[src/rtl/load_response_aligner.sv]
// load_response_aligner
// Memory-stage load unit. Takes one load (address + mode) from the pipeline,
// issues a single aligned 8-byte read on the data bus, extracts the addressed
// byte/half/word/double from the returned data, sign- or zero-extends it and
// holds the 64-bit result until the pipeline takes it. Faulting loads
// (illegal mode, or misaligned when CHECK_ALIGN=1) skip the bus entirely.
//
// Handshakes: a transfer happens on a rising clk edge where valid and ready
// are both 1. Once valid is raised, valid and its payload stay stable until
// that transfer. The dbus read completes on dresp_data_ok; dresp_addr_ok is
// informational and does not affect sequencing.
//
// Ports:
//   clk, reset          clock (rising edge), asynchronous active-low reset
//   req_*               load request from the pipeline (valid/ready)
//   dreq_*              aligned 8-byte read request to the dbus
//   dresp_*             dbus response (addr_ok ignored, data_ok + data)
//   resp_*              extended load result to the pipeline (valid/ready)
//   state               current FSM state (0 IDLE, 1 REQ, 2 RESP) for debug
module load_response_aligner #(
  parameter logic [2:0] MSIZE8_ENC  = 3'b011,
  parameter bit         CHECK_ALIGN = 1'b1
) (
  input  logic        clk,
  input  logic        reset,
  input  logic        req_valid,
  output logic        req_ready,
  input  logic [63:0] req_addr,
  input  logic [3:0]  req_mode,
  output logic        dreq_valid,
  output logic [63:0] dreq_addr,
  output logic [2:0]  dreq_size,
  output logic [7:0]  dreq_strobe,
  input  logic        dresp_addr_ok,
  input  logic        dresp_data_ok,
  input  logic [63:0] dresp_data,
  output logic        resp_valid,
  input  logic        resp_ready,
  output logic [63:0] resp_data,
  output logic        resp_misaligned,
  output logic [1:0]  state
);

  typedef enum logic [1:0] {
    IDLE = 2'd0,
    REQ  = 2'd1,
    RESP = 2'd2
  } state_t;

  state_t     st;
  logic [2:0] off_q;   // byte offset inside the 8-byte line
  logic [2:0] mode_q;  // mode[3] is only needed for the fault check

  // Address acceptance is not needed for sequencing.
  logic unused_addr_ok;
  assign unused_addr_ok = dresp_addr_ok;

  assign dreq_size   = MSIZE8_ENC;
  assign dreq_strobe = 8'h00;
  assign state       = st;

  function automatic logic is_fault(input logic [3:0] mode, input logic [2:0] a);
    logic f;
    f = mode[3] | (mode == 4'b0111);
    if (CHECK_ALIGN) begin
      case (mode[1:0])
        2'b01:   f = f | a[0];
        2'b10:   f = f | (|a[1:0]);
        2'b11:   f = f | (|a);
        default: ;
      endcase
    end
    return f;
  endfunction

  // Lane offsets are snapped to the natural boundary of the access size; with
  // alignment checking on this is a no-op because misaligned loads never get
  // here, with it off it defines which lane a misaligned access reads.
  function automatic logic [63:0] fmt(input logic [2:0] mode, input logic [2:0] o,
                                      input logic [63:0] d);
    logic [63:0] r;
    logic [5:0]  base;
    r    = d;
    base = 6'd0;
    case (mode[1:0])
      2'b00: begin
        base = {o, 3'b000};
        r    = mode[2] ? {56'd0, d[base +: 8]} : {{56{d[base + 6'd7]}}, d[base +: 8]};
      end
      2'b01: begin
        base = {o[2:1], 4'b0000};
        r    = mode[2] ? {48'd0, d[base +: 16]} : {{48{d[base + 6'd15]}}, d[base +: 16]};
      end
      2'b10: begin
        base = {o[2], 5'b00000};
        r    = mode[2] ? {32'd0, d[base +: 32]} : {{32{d[base + 6'd31]}}, d[base +: 32]};
      end
      default: r = d;
    endcase
    return r;
  endfunction

  always_ff @(posedge clk or negedge reset) begin
    if (!reset) begin
      st              <= IDLE;
      off_q           <= 3'd0;
      mode_q          <= 3'd0;
      req_ready       <= 1'b1;
      dreq_valid      <= 1'b0;
      dreq_addr       <= 64'd0;
      resp_valid      <= 1'b0;
      resp_data       <= 64'd0;
      resp_misaligned <= 1'b0;
    end else begin
      case (st)
        IDLE: begin
          if (req_valid) begin
            off_q     <= req_addr[2:0];
            mode_q    <= req_mode[2:0];
            req_ready <= 1'b0;
            if (is_fault(req_mode, req_addr[2:0])) begin
              st              <= RESP;
              resp_valid      <= 1'b1;
              resp_data       <= 64'd0;
              resp_misaligned <= 1'b1;
            end else begin
              st         <= REQ;
              dreq_valid <= 1'b1;
              dreq_addr  <= {req_addr[63:3], 3'b000};
            end
          end
        end
        REQ: begin
          if (dresp_data_ok) begin
            st              <= RESP;
            dreq_valid      <= 1'b0;
            resp_valid      <= 1'b1;
            resp_data       <= fmt(mode_q, off_q, dresp_data);
            resp_misaligned <= 1'b0;
          end
        end
        RESP: begin
          if (resp_ready) begin
            st         <= IDLE;
            resp_valid <= 1'b0;
            req_ready  <= 1'b1;
          end
        end
        default: begin
          st         <= IDLE;
          req_ready  <= 1'b1;
          dreq_valid <= 1'b0;
          resp_valid <= 1'b0;
        end
      endcase
    end
  end

endmodule
[config.mk]
export PLATFORM = sky130hd
export DESIGN_NAME = load_response_aligner
export DESIGN_NICKNAME = d
export VERILOG_FILES = /design/src/rtl/load_response_aligner.sv
export SDC_FILE = /design/constraint.sdc
export NUM_CORES = 1
export LEC_CHECK = 0
export BUFFER_PORTS_ARGS = -buffer_cell sky130_fd_sc_hd__buf_2
export CORE_MARGIN = 10
export CORE_UTILIZATION = 33
export CTS_BUF_LIST = sky130_fd_sc_hd__clkbuf_16
export DETAILED_ROUTE_END_ITERATION = 16
export PLACE_DENSITY = 0.64
export SYNTH_ARGS = -nofsm -noshare
export SYNTH_HDL_FRONTEND = slang
export SYNTH_SLANG_ARGS = --single-unit
export TNS_END_PERCENT = 100
[constraint.sdc]
create_clock -name clk -period 1.85 [get_ports clk]
set_clock_uncertainty 0.1 [all_clocks]
set_input_delay 0.555 -clock clk [delete_from_list [all_inputs] [get_ports clk]]
set_output_delay 0.555 -clock clk [all_outputs]
set_load 0.01 [all_outputs]
==> parameters.txt <==
Parameter                              Value

Outcome
  Result of the run    finished, violations left
  Violations in the final reports    setup timing

Clock network
  H-tree lvl count    4
  CTS buffer count    17
  Sink count of the clock tree    137
  Clock tree from TritonCTS    built
  Buffer cell driving the clock tree root    sky130_fd_sc_hd__clkbuf_16
  Clock latency of the later-clocked register in the worst-skew pair    a little over 0.4 ns
  Worst-path clk slew    around 0.070 ns
  Clk buf depth    2

Placed design
  Half-perimeter wire length after placement    19100 um
  Placed Cells    roughly 1100
  Buffers added on ports    267
  Weighted congestion reported at the end of routability-driven placement    0.888

Global route
  Number of global-route vias before repair    6391
  Number of antenna violations at the first check in global routing    3
  Wire length of the first global-routing pass    37400 um
  Largest net degree at the start of global routing    44
  Global route total overflow    0
  Total global-route track usage    between 10% and 20%

Final layout
  Nets@finish    1035
  Fin util    49.8%
  Layout overhead on the synthesized area    46.7%
  Fraction of final layout cells sized beyond drive strength 1    62.2%
  Count of non-filler cells in the finished layout    ~1200

Power and ir drop
  Maximum ir drop on the vdd rail    0.758 mV
  Leakage    0.00507 uW
  Cell Pwr Density    between 1000 and 1500 mW/mm2
  Design Power    13200 uW

Synth
  Number of synthesized flops with an enable pin    0
  Mapped Avg Cell Area    12.3 um2
  Number of warnings issued by yosys    0
  Number of standard cells after synthesis    562
  Top flip-flop cell by instance count after synthesis    sky130_fd_sc_hd__dfrtp_1
  Number of different library cells in the post-synthesis netlist    48
  Sequential fraction of the synthesis area    49.5%
  Register bit total from synthesis    137
  Proportion of register bits with asynchronous set or reset after synthesis    100%
  Cell Area, Synth    roughly 0.0069 mm2

Route
  Routed wire length    roughly 26000 um
  DRC violations left    0
  Drt wl/cell    roughly 22 um
  Detailed-route via count    between 6000 and 7000
  Drt pass-1 iters    8
  Vias per Instance    about 5.2
  Residual antenna-violating net count after detailed routing    0
  Drt initial violations    484

STA
  Achievable clock frequency    492 MHz
  Number of endpoints with negative hold slack in the final report    0
  Setup slack of the critical path after layout    -0.181 ns
  Fin. max-slew vios    0
  Minimum period implied by the final worst setup slack    2.03 ns
  TNS Setup    -7.83 ns
  Crit share post-route    110%
  Final number of setup-violating endpoints    53
  Setup repair after global routing missed its margin    true

Worst setup path
  Cell depth of the worst flop-to-flop path    6
  Type of element capturing the critical path    flop
  CP startpoint kind    flop
  Setup slack on the worst flop-to-flop path    -0.18 ns
  Terminus of the critical flop-to-flop path    resp_data[48]
  Reg2Reg Launch Point    off_q[2]
  Crit Path Class    reg2reg
  CP Max Fanout    16
  Data arrival time of the critical path    2.23 ns
  Worst Path Required    2.05 ns

Min path
  Endpoint of the worst hold path    dreq_addr[15]
  HP Class    in2reg
  Number of cells traversed by the worst hold path    2
  Hold path startpoint    req_addr[15]

Floorplanning
  Y dimension of the die    165 um
  Die width    165 um
  Area inside the core boundary    0.0204 mm2
  Ports    around 280
  Initial core utilization    33.9%
  Floorplan row count    52
  Die Area    0.0272 mm2

Job
  Max-capacitance violation count    0
layer usage:
metal	routed length [um]	part of all wire (%)	global-route usage, %
met5	10	0.039	0
met2	12400	49	28.6
met4	901	3.5	7.45
met1	9850	39	21.4
met3	2320	9.1	5.92
area by class of cell:
cell class                 instances  area, um2
antenna                            2       5.00
timing repair buffer             363       2330
tap                              270        338
multi-input combinational        372       3440
sequential                       137       3430
timing repair inverter             1       7.51
clock inverter                    15        175
inverter                           5       22.5
fill                            1822      10300
clock buffer                      17        425
report_power, final:
group | switching (uW) | internal (uW) | leakage (uW) | total [uW]
Combinational | 2690 | 2760 | 0.00303 | 5450
Clock | 1380 | 2120 | 0.000289 | 3510
Sequential | 438 | 3860 | 0.00175 | 4290
flip-flops by register name, indices dropped and copies added, names as in the netlist:
signal / cells
dreq_addr: 61
dreq_valid: 1
mode_q: 3
off_q: 3
req_ready: 1
resp_data: 64
resp_misaligned: 1
resp_valid: 1
state: 2
cell usage after synthesis (4+ instances only):
cell                        count  area (um2)
sky130_fd_sc_hd__nand3_1        7        35.0
sky130_fd_sc_hd__a221o_2       29         327
sky130_fd_sc_hd__and2_1         4        25.0
sky130_fd_sc_hd__a22oi_1        7        52.6
sky130_fd_sc_hd__clkbuf_1      17        63.8
sky130_fd_sc_hd__a222oi_1       6        60.1
sky130_fd_sc_hd__mux2i_1       30         300
sky130_fd_sc_hd__a21o_1         8        60.1
sky130_fd_sc_hd__buf_2         20         100
sky130_fd_sc_hd__dfrtp_1      136        3400
sky130_fd_sc_hd__o2111ai_1      5        43.8
sky130_fd_sc_hd__o32a_1         7        70.1
sky130_fd_sc_hd__mux2_2        94        1060
sky130_fd_sc_hd__mux4_2         5         113
sky130_fd_sc_hd__a21oi_1       27         135
sky130_fd_sc_hd__buf_1          5        18.8
sky130_fd_sc_hd__o21ai_0       17        85.1
sky130_fd_sc_hd__buf_6          5        56.3
sky130_fd_sc_hd__nand2b_1      11        68.8
sky130_fd_sc_hd__inv_1          5        18.8
sky130_fd_sc_hd__nor2b_1        4        25.0
sky130_fd_sc_hd__nand2_1       17        63.8
sky130_fd_sc_hd__buf_4         14         105
sky130_fd_sc_hd__nor3_1         5        25.0
sky130_fd_sc_hd__o211ai_1       7        52.6
sky130_fd_sc_hd__a221o_1       18         180
sky130_fd_sc_hd__nor2_1        18        67.6
sky130_fd_sc_hd__a211oi_1       4        30.0
metrics by stage:
stage          setup WS, ns  hold WS [ns]  instance area [um2]
6_report             -0.181         0.259                10200
5_1_grt              -0.239         0.251                10200
4_1_cts              -0.188         0.249                 9870
3_5_place_dp         -0.674         0.360                 9000
3_3_place_gp         -0.638         0.357                 9000
2_1_floorplan        -0.222         0.159                 7030
cell families after synthesis:
group	Yosys count	share of synthesized area, %
compound gates	153	18.3
flops	137	49.5
mux	129	21.2
simple gates	75	5.68
buf+inv	66	5.23
other cells	2	0.108
worst max path at each step:
stage	startpoint	to	slack, ns	cells past startpoint
after floorplan	dresp_data[63]	resp_data[33]	-0.22	6
final	off_q[2]	resp_data[48]	-0.18	6
after detailed placement	dresp_data[23]	resp_data[35]	-0.67	6
after global placement	dresp_data[23]	resp_data[51]	-0.64	6
after CTS	off_q[2]	resp_data[35]	-0.19	6
after global routing	off_q[2]	resp_data[35]	-0.24	6
what timing repair did:
action	in CTS	in global routing
hold endpoints to repair	29	0
pin swaps	10	15
hold buffers	1	0
buffers inserted	11	11
endpoints found under the setup margin	60	64
gates cloned	2	0
gates resized for setup	20	42
worst max-delay path, stage by stage, from the launching register on:
cell                      delay (ns)
sky130_fd_sc_hd__dfrtp_2        0.39
sky130_fd_sc_hd__mux4_2         0.53
sky130_fd_sc_hd__a22oi_2        0.17
sky130_fd_sc_hd__or3_4          0.20
sky130_fd_sc_hd__o21ai_4        0.07
sky130_fd_sc_hd__buf_12         0.16
sky130_fd_sc_hd__a221o_2        0.30
cells in the final DEF, fill, tap and decap left out, types with 17 or more instances in the layout:
cell type                   instances
sky130_fd_sc_hd__dfrtp_1          134
sky130_fd_sc_hd__clkbuf_16         17
sky130_fd_sc_hd__mux2_2            94
sky130_fd_sc_hd__buf_12            17
sky130_fd_sc_hd__o21ai_0           17
sky130_fd_sc_hd__buf_2            266
sky130_fd_sc_hd__buf_4             69
sky130_fd_sc_hd__a21oi_1           18
sky130_fd_sc_hd__a221o_1           18
sky130_fd_sc_hd__a221o_2           29
sky130_fd_sc_hd__mux2i_1           24
No activity file was read; power rests on OpenSTA's default activity.
